<file path="config.mk">
export PLATFORM = sky130hd
export DESIGN_NAME = ps2_host_tx
export DESIGN_NICKNAME = d
export VERILOG_FILES = /design/src/rtl/ps2_host_tx.sv
export SDC_FILE = /design/constraint.sdc
export NUM_CORES = 1
export LEC_CHECK = 0
export CORE_MARGIN = 2
export CORE_UTILIZATION = 57
export DETAILED_ROUTE_END_ITERATION = 8
export GPL_TIMING_DRIVEN = 0
export MAX_ROUTING_LAYER = met4
export PLACE_DENSITY = 0.79
export SLEW_MARGIN = 5
export SYNTH_ARGS = -nofsm -noshare
export SYNTH_HDL_FRONTEND = slang
export SYNTH_SLANG_ARGS = --single-unit
</file>
<file path="constraint.sdc">
create_clock -name clk -period 2 [get_ports clk]
set_input_delay 0.2 -clock clk [delete_from_list [all_inputs] [get_ports clk]]
set_output_delay 0.2 -clock clk [all_outputs]
set_load 0.01 [all_outputs]
</file>
<file path="src/rtl/ps2_host_tx.sv">
// Host-to-device PS/2 transmitter. Runs the host-request sequence (clock inhibit,
// start bit, 8 data bits LSB first, odd parity, stop bit, device ACK) on an
// open-drain ps2_clk/ps2_data pair. It shares the lines with the receiver, which
// can use busy to gate itself off while a transfer is in progress.
module ps2_host_tx #(
  parameter int unsigned INHIBIT_CYCLES = 5000,
  parameter int unsigned TIMEOUT_CYCLES = 750000,
  parameter int unsigned CNT_WIDTH      = 20
) (
  input  logic       clk,
  input  logic       rstn,
  input  logic [7:0] tx_data,
  input  logic       tx_valid,
  output logic       tx_ready,
  input  logic       ps2_clk_i,
  input  logic       ps2_data_i,
  output logic       ps2_clk_oe,
  output logic       ps2_data_oe,
  output logic       busy,
  output logic       done,
  output logic       ack_err,
  output logic       timeout_err
);

  localparam logic [CNT_WIDTH-1:0] InhibitLast = CNT_WIDTH'(INHIBIT_CYCLES - 1);
  localparam logic [CNT_WIDTH-1:0] TimeoutLast = CNT_WIDTH'(TIMEOUT_CYCLES - 1);

  typedef enum logic [2:0] {
    StIdle,
    StInhibit,
    StStart,
    StShift,
    StAck,
    StWaitIdle
  } state_e;

  state_e               state_q, state_d;
  logic [CNT_WIDTH-1:0] cnt_q, cnt_d;
  logic [3:0]           bit_cnt_q, bit_cnt_d;
  logic [8:0]           shift_q, shift_d;
  logic                 ack_bad_q, ack_bad_d;
  logic                 clk_oe_q, clk_oe_d;
  logic                 data_oe_q, data_oe_d;
  logic                 done_q, done_d;
  logic                 ack_err_q, ack_err_d;
  logic                 timeout_err_q, timeout_err_d;

  logic clk_meta, clk_sync, clk_prev;
  logic data_meta, data_sync;
  logic fall;
  logic timeout_hit;

  // Two-flop synchronizers on both lines plus one extra stage for edge detection.
  // Reset to the idle-high level so leaving reset cannot look like a falling edge.
  always_ff @(posedge clk) begin
    if (!rstn) begin
      clk_meta  <= 1'b1;
      clk_sync  <= 1'b1;
      clk_prev  <= 1'b1;
      data_meta <= 1'b1;
      data_sync <= 1'b1;
    end else begin
      clk_meta  <= ps2_clk_i;
      clk_sync  <= clk_meta;
      clk_prev  <= clk_sync;
      data_meta <= ps2_data_i;
      data_sync <= data_meta;
    end
  end

  assign fall        = clk_prev & ~clk_sync;
  assign timeout_hit = (cnt_q == TimeoutLast);

  // State, counters and registered line/status outputs.
  always_ff @(posedge clk) begin
    if (!rstn) begin
      state_q       <= StIdle;
      cnt_q         <= '0;
      bit_cnt_q     <= '0;
      shift_q       <= '0;
      ack_bad_q     <= 1'b0;
      clk_oe_q      <= 1'b0;
      data_oe_q     <= 1'b0;
      done_q        <= 1'b0;
      ack_err_q     <= 1'b0;
      timeout_err_q <= 1'b0;
    end else begin
      state_q       <= state_d;
      cnt_q         <= cnt_d;
      bit_cnt_q     <= bit_cnt_d;
      shift_q       <= shift_d;
      ack_bad_q     <= ack_bad_d;
      clk_oe_q      <= clk_oe_d;
      data_oe_q     <= data_oe_d;
      done_q        <= done_d;
      ack_err_q     <= ack_err_d;
      timeout_err_q <= timeout_err_d;
    end
  end

  // Next-state logic for the host-request sequence; timeout beats a same-cycle fall.
  always_comb begin
    state_d       = state_q;
    cnt_d         = cnt_q;
    bit_cnt_d     = bit_cnt_q;
    shift_d       = shift_q;
    ack_bad_d     = ack_bad_q;
    data_oe_d     = data_oe_q;
    done_d        = 1'b0;
    ack_err_d     = 1'b0;
    timeout_err_d = 1'b0;

    unique case (state_q)
      StIdle: begin
        cnt_d     = '0;
        data_oe_d = 1'b0;
        if (tx_valid) begin
          shift_d   = {~^tx_data, tx_data};
          ack_bad_d = 1'b0;
          state_d   = StInhibit;
        end
      end

      StInhibit: begin
        if (cnt_q == InhibitLast) begin
          cnt_d     = '0;
          data_oe_d = 1'b1;
          state_d   = StStart;
        end else begin
          cnt_d = cnt_q + CNT_WIDTH'(1);
        end
      end

      StStart: begin
        cnt_d     = '0;
        bit_cnt_d = '0;
        state_d   = StShift;
      end

      StShift: begin
        if (timeout_hit) begin
          cnt_d         = '0;
          data_oe_d     = 1'b0;
          done_d        = 1'b1;
          timeout_err_d = 1'b1;
          state_d       = StIdle;
        end else if (fall) begin
          cnt_d     = '0;
          bit_cnt_d = bit_cnt_q + 4'd1;
          if (bit_cnt_q == 4'd9) begin
            // Stop bit: release data and let the pull-up drive it high.
            data_oe_d = 1'b0;
            state_d   = StAck;
          end else begin
            data_oe_d = ~shift_q[bit_cnt_q];
          end
        end else begin
          cnt_d = cnt_q + CNT_WIDTH'(1);
        end
      end

      StAck: begin
        if (timeout_hit) begin
          cnt_d         = '0;
          data_oe_d     = 1'b0;
          done_d        = 1'b1;
          timeout_err_d = 1'b1;
          state_d       = StIdle;
        end else if (fall) begin
          cnt_d     = '0;
          ack_bad_d = data_sync;
          state_d   = StWaitIdle;
        end else begin
          cnt_d = cnt_q + CNT_WIDTH'(1);
        end
      end

      StWaitIdle: begin
        if (timeout_hit) begin
          cnt_d         = '0;
          data_oe_d     = 1'b0;
          done_d        = 1'b1;
          timeout_err_d = 1'b1;
          state_d       = StIdle;
        end else if (clk_sync && data_sync) begin
          cnt_d     = '0;
          done_d    = 1'b1;
          ack_err_d = ack_bad_q;
          state_d   = StIdle;
        end else if (fall) begin
          cnt_d = '0;
        end else begin
          cnt_d = cnt_q + CNT_WIDTH'(1);
        end
      end

      default: begin
        cnt_d     = '0;
        data_oe_d = 1'b0;
        state_d   = StIdle;
      end
    endcase

    // Clock is pulled low only while inhibiting or presenting the start bit.
    clk_oe_d = (state_d == StInhibit) || (state_d == StStart);
  end

  assign tx_ready    = (state_q == StIdle);
  assign busy        = (state_q != StIdle);
  assign ps2_clk_oe  = clk_oe_q;
  assign ps2_data_oe = data_oe_q;
  assign done        = done_q;
  assign ack_err     = ack_err_q;
  assign timeout_err = timeout_err_q;

endmodule

</file>
### Word level (Yosys, flattened, before mapping)

Cells that the tools add are included.

| word-level totals | value |
|---|---|
| register bits after elaboration | 47 |

| operators by class | value |
|---|---|
| add/subtract/negate cells | 2 |
| magnitude comparators | 1 |
| eq/ne operators | 18 |
| muxes and demuxes | 35 |
| bitwise gates (word level) | 7 |
| reduce and logical (&&, ||, !) cells | 16 |

Operators with widths:

| kind | number |
|---|---|
| $mux W20 | 5 |
| $pmux W20 S3 | 1 |
| $mux W3 | 9 |
| $add A20 B1 Y20 const B | 1 |
| $eq A20 B13 Y1 const B | 1 |
| $eq A20 B20 Y1 const B | 1 |
| $pmux W3 S6 | 1 |
| $mux W1 | 12 |
| $ne A2 B2 Y1 const B | 6 |
| $eq A3 B2 Y1 const B | 3 |
| $mux W4 | 2 |
| $pmux W4 S2 | 1 |
| $reduce_and A4 Y1 | 2 |
| $reduce_xnor A8 Y1 | 1 |
| $eq A3 B1 Y1 const B | 2 |
| $eq A3 B3 Y1 const B | 2 |
| $not A1 Y1 | 6 |
| $lt A4 B5 Y1 const B | 1 |
| $add A4 B1 Y4 const B | 1 |
| $bmux W1 S4 | 1 |
| $eq A4 B4 Y1 const B | 1 |
| $pmux W1 S2 | 2 |
| $pmux W1 S4 | 1 |
| $reduce_and A2 Y1 | 2 |
| 12 further kinds | 14 |

### Logic depth before layout (Yosys ltp)

| logic depth | value |
|---|---|
| word-level depth | 7 |
| gate-level depth with buffers | 7 |
| depth with buffers taken out | 6 |

### Least setup slack after synthesis

OpenSTA, ideal clock, no wires.

| timing | value |
|---|---|
| path type | reg-to-reg |
| start point | reg cnt_q[0] |
| end point | reg cnt_q[18] |
| setup time | 117 ps |
| arrival time | 1660 ps |
| data required time | 1883 ps |
| setup slack | 223 ps |
| stages on the path, launching flop included | 7 |
| path buffers | 0 |
| path through | dfxtp_1 -> ha_1 -> and4_1 -> nand3_2 -> or4_1 -> xnor2_1 -> nor2_1 |

| on the way | value |
|---|---|
| longest elaborated chain between the ends | 5 |
| elaborated cells between the ends (all ways) | 9 |

Ends and longest elaborated chain:

| what | RTL line | text |
|---|---|---|
| start: declaration | 38 | `logic [CNT_WIDTH-1:0] cnt_q, cnt_d;` |
| start signal: assignment | 89 | `cnt_q <= cnt_d;` |
| $add A20 B1 Y20 | n/a |  |
| $mux W20 | 147, 169, 190 |  |
| $mux W20 | 185 | `end else if (clk_sync && data_sync) begin` |
| $mux W20 | 179 | `if (timeout_hit) begin` |
| $pmux W20 S3 (*) | 113 | `unique case (state_q)` |

Every way passes the cells marked *; elsewhere a longest branch is shown, timed or not.
A chain may end at the register's enable or synchronous reset.

### Final worst setup path

| timing | value |
|---|---|
| start point | reg cnt_q[1] |
| end point | reg cnt_q[18] |

Same word-level chain as after synthesis.

==> impl.org <==
** Die
- Number of ports placed on the die boundary :: 20
- In this run the vertical extent of the chip is 68.3 um.
- The initial utilization of the core area, before any placement, comes to 59.0%.
- The region available for standard cell placement spans 0.00400 sq mm.
- Total die area :: 0.00467 sq mm
- Measured along the x axis, the die boundary spans 68.3 um.
- After floorplanning, the core was divided into 23 placement rows.

** CTS
- TritonCTS Sinks :: 47
- The later pin in the worst-skew pair is clocked with a latency of 310 ps.
- After clock tree synthesis, the clock-pin slew on the worst setup and hold paths is 90 ps.
- The clock passes through at most 2 buffers.
- In this run the clock root is driven by a sky130_fd_sc_hd__clkbuf_8.
- The H-tree was split into 2 levels.
- TritonCTS built the clock tree.
- Total CTS buffers :: 5

** Cells and area
- The number of antenna diodes in the final layout is 0.
- In the final layout, flip-flops and latches occupy 942 sq um.
- Filler Cells Inserted :: 342
- Area Growth Syn to Fin :: 16.3%
- Final net count :: 318
- Share of cells above drive strength 1 :: 12.5%
- Area of the multi-input gates :: 0.00135 sq mm

** Worst setup path
- Sort of element at the start of the critical path :: register
- Counting both buffers and inverters, the worst setup path holds a total of 0.
- The signal on the critical path passes through ha_4 > and4_2 > nand3_2 > or4_1 > xnor2_1 > nor2_1.
- Data arrival time at the worst-slack endpoint :: 2120 ps
- CP required :: 2200 ps
- The worst setup path is captured at a register.
- Crit path max-delay cell type :: sky130_fd_sc_hd__or4_1
- The kind of cell with the highest combined delay along the critical path is simple AND/OR/NAND/NOR gates.
- The critical path is of the register to register type.
- Biggest fanout along the worst timing path :: 6
- On the worst path, the slowest cell contributes a delay of 560 ps.

** Timing
- Derived from the worst setup path, the maximum achievable clock frequency is 0.521 GHz.
- Setup repair after global routing could not meet its margin everywhere.
- Hold Violations, Final :: 0
- Headroom to the max-slew limit came out at 66.3%.
- For the finished layout, the period the worst path requires is 1920 ps.
- Max-slew violation count :: 0
- For the final database, setup skew stands at 14.6 ps.
- Transition time at the pin with the least slew margin :: 505 ps
- Final hold analysis gives a worst-case slack of 415 ps.
- Setup violations remaining at the end of the flow were counted as 0.
- Ratio of final minimum period to clock period :: 96.0%

** Global routing
- Wire length of the first global-routing pass :: 8.21 mm
- The number of global-route vias before repair was 1861.
- Number of antenna violations at the first check in global routing :: 0
- Total global routing overflow :: 0
- Aggregate global-route resource usage :: 24.3%
- Largest net degree at the start of global routing :: 17

** Power and ir drop
- Design Power :: 0.00178 W
- In this run the power density over the cells is 647 mW/mm^2.
- Across the VDD grid, the largest voltage drop is 0.489 mV.
- Static Leak :: 0.909 nW

** Detailed routing
- Met2 wire length :: 2.24 mm
- For this run, design rule violations remaining after detail routing come to 0.
- Detailed Routing Iterations Pass 1 :: 4
- Max layer used :: met4
- In the final routing, the length of wire on met1 measures 2.21 mm.
- Post-route ant nets :: 0
- In this run, the number of DRC markers left after iteration 0 of detailed routing was 137.
- For this block, the routed nets add up to 4.81 mm of wire.
- After detailed routing, the average wire length per cell comes to 13.6 um.
- Using the TritonRoute via totals, the vias-per-cell ratio works out to 5.77.
- Routed met3 length :: 255 um
- The routed layout has 2037 vias.

** Place
- The count of buffers added on input and output ports is 19.
- The congestion estimate from routability-driven global placement came to 1.01.
- Summed over all nets, the half-perimeter wirelength after detailed placement is 3.62 mm.

** Yosys
- Synthesized-area fraction occupied by and/or/nand/nor cells :: 30.4%
- In the post-synthesis netlist, the biggest area contributors are sky130_fd_sc_hd__dfxtp_1 (40%), sky130_fd_sc_hd__nand2_1 (6.0%), sky130_fd_sc_hd__xnor2_1 (5.9%).
- Sequential element share of the synthesized area :: 39.9%
- Post-synthesis instance area :: 0.00236 sq mm
- Synth area leader :: sky130_fd_sc_hd__dfxtp_1
- Synthesis inferred 47 register bits.
- In the synthesized netlist the async set-or-reset flop fraction comes to 0%.
- Synthesized Nets :: 292
- Counting distinct cell types in the post-synthesis netlist gives 60.
- A synthesized cell averages 8.55 sq um.
- Number of enable flip-flop cells after synthesis :: 0
- Summed over its instances, the top area cell type makes up 39.9% of the synthesized netlist area.
- The portion of synthesized area spent on multiplexers is 3.55%.
- The synthesized netlist devotes 10.8% of its cell area to compound gates.
- Of the total synthesized cell area, the portion taken by XOR and XNOR cells is 9.28%.
- In the synthesized netlist the dominant register cell turns out to be sky130_fd_sc_hd__dfxtp_1.
- Combinational family with the most area after synthesis :: simple AND/OR/NAND/NOR gates
- Number of warnings issued by yosys :: 0
- Summing the areas of all fa, ha and maj instances in the mapped netlist gives 1.59% of the synthesized area.
- The cell count after synthesis came out at 276.

** Run
- Number of maximum-capacitance violations :: 0

** Status
- Result of the run :: completed

** Hold path
- Worst Hold Class :: register to register
[layout by cell type, fill, tap and decap left out, drive strengths merged, types with 2 or more instances in the layout]
master and n:
nand2b 8, or2b 2, nand4 8, nand2 39
nor4 4, xor2 9, or3 3, dfxtp 47
nor2 34, xnor2 16, and4 5, o22ai 2
a31oi 2, inv 9, buf 6, o311ai 2
or4 2, ha 3, nand3b 2, and2 2
clkbuf 10, nor2b 3, a21oi 15, clkinv 3
mux2i 5, nor3b 2, o21ai 8, and3 2
nor3 6, nand3 8, clkdlybuf4s50 19
[final cells by class]
cell class | instances | share of cell area (%)
Multi-Input combinational cell | 209 | 49.1
Clock inverter | 3 | 0.821
Inverter | 9 | 1.23
Tap cell | 50 | 2.28
Timing Repair Buffer | 19 | 6.93
Buffer | 11 | 2.78
Clock buffer | 5 | 2.51
Sequential cell | 47 | 34.3
[cell families after synthesis]
group	after synthesis
buffers and inverters	20
AO/OA/AOI/OAI	40
XOR/XNOR	25
AND/OR/NAND/NOR	134
flip-flops	47
adder cells (fa/ha/maj)	3
multiplexers	7
[report_power, final]
part	internal [W]	leakage, nW	switching (W)
registers	0.000964	0.382	0.0000155
logic	0.000107	0.478	0.000108
clock network	0.000251	0.0485	0.000331
[registers in the layout, indices dropped and copies added (netlist names)]
name         flops
data_meta        1
ack_err          1
bit_cnt_q        4
cnt_q           20
clk_prev         1
clk_meta         1
ps2_clk_oe       1
shift_q          9
data_sync        1
done             1
clk_sync         1
ack_bad_q        1
ps2_data_oe      1
state_q          3
timeout_err      1
[final timing paths]
path | from | end | slack (ps) | cells past startpoint
hold / removal | data_meta | data_sync | 410 | 1
setup reg to reg | cnt_q[1] | cnt_q[18] | 80 | 6
setup / recovery | cnt_q[1] | cnt_q[18] | 80 | 6
hold reg to reg | data_meta | data_sync | 410 | 1
[synthesized netlist by cell type, types with 3 or more instances]
master                      n
sky130_fd_sc_hd__xnor2_1   16
sky130_fd_sc_hd__nand2b_1   8
sky130_fd_sc_hd__or3_1      3
sky130_fd_sc_hd__buf_2      3
sky130_fd_sc_hd__inv_1      8
sky130_fd_sc_hd__nor3_1     5
sky130_fd_sc_hd__xor2_1     9
sky130_fd_sc_hd__clkbuf_1   3
sky130_fd_sc_hd__nand2_1   38
sky130_fd_sc_hd__mux2i_1    5
sky130_fd_sc_hd__nor2b_1    3
sky130_fd_sc_hd__nor2_1    34
sky130_fd_sc_hd__and4_1     4
sky130_fd_sc_hd__o21ai_0    6
sky130_fd_sc_hd__dfxtp_1   47
sky130_fd_sc_hd__a21oi_1   15
sky130_fd_sc_hd__ha_1       3
sky130_fd_sc_hd__nand4_1    8
sky130_fd_sc_hd__nand3_1    7
sky130_fd_sc_hd__buf_6      3
[stage by stage]
step	std cells	utilization [%]	setup TNS (ps)	worst slack, ps	area, sq um
finish	353	68.6	0	80.0	2740
detailed placement	345	65.3	0	30.7	2610
CTS	353	67.6	0	1.35	2700
global placement	345	65.3	0	36.9	2610
floorplan	276	-	0	223	2360
global route	353	68.6	-31.2	-15.1	2740
[repair_timing]
| action | 4_1_cts | 5_1_grt |
|---|---|---|
| hold buffers | 0 | 0 |
| setup buffers | 0 | 0 |
| resized for setup | 0 | 11 |
| setup endpoints to repair | 0 | 27 |
[layer usage]
layer	track usage (%)	vias to the layer above
li1	-	1006
met1	30.6	957
met2	37.0	60
met3	5.43	14
met4	11.5	0
met5	-	-
Power figures use the tool's default switching activity.
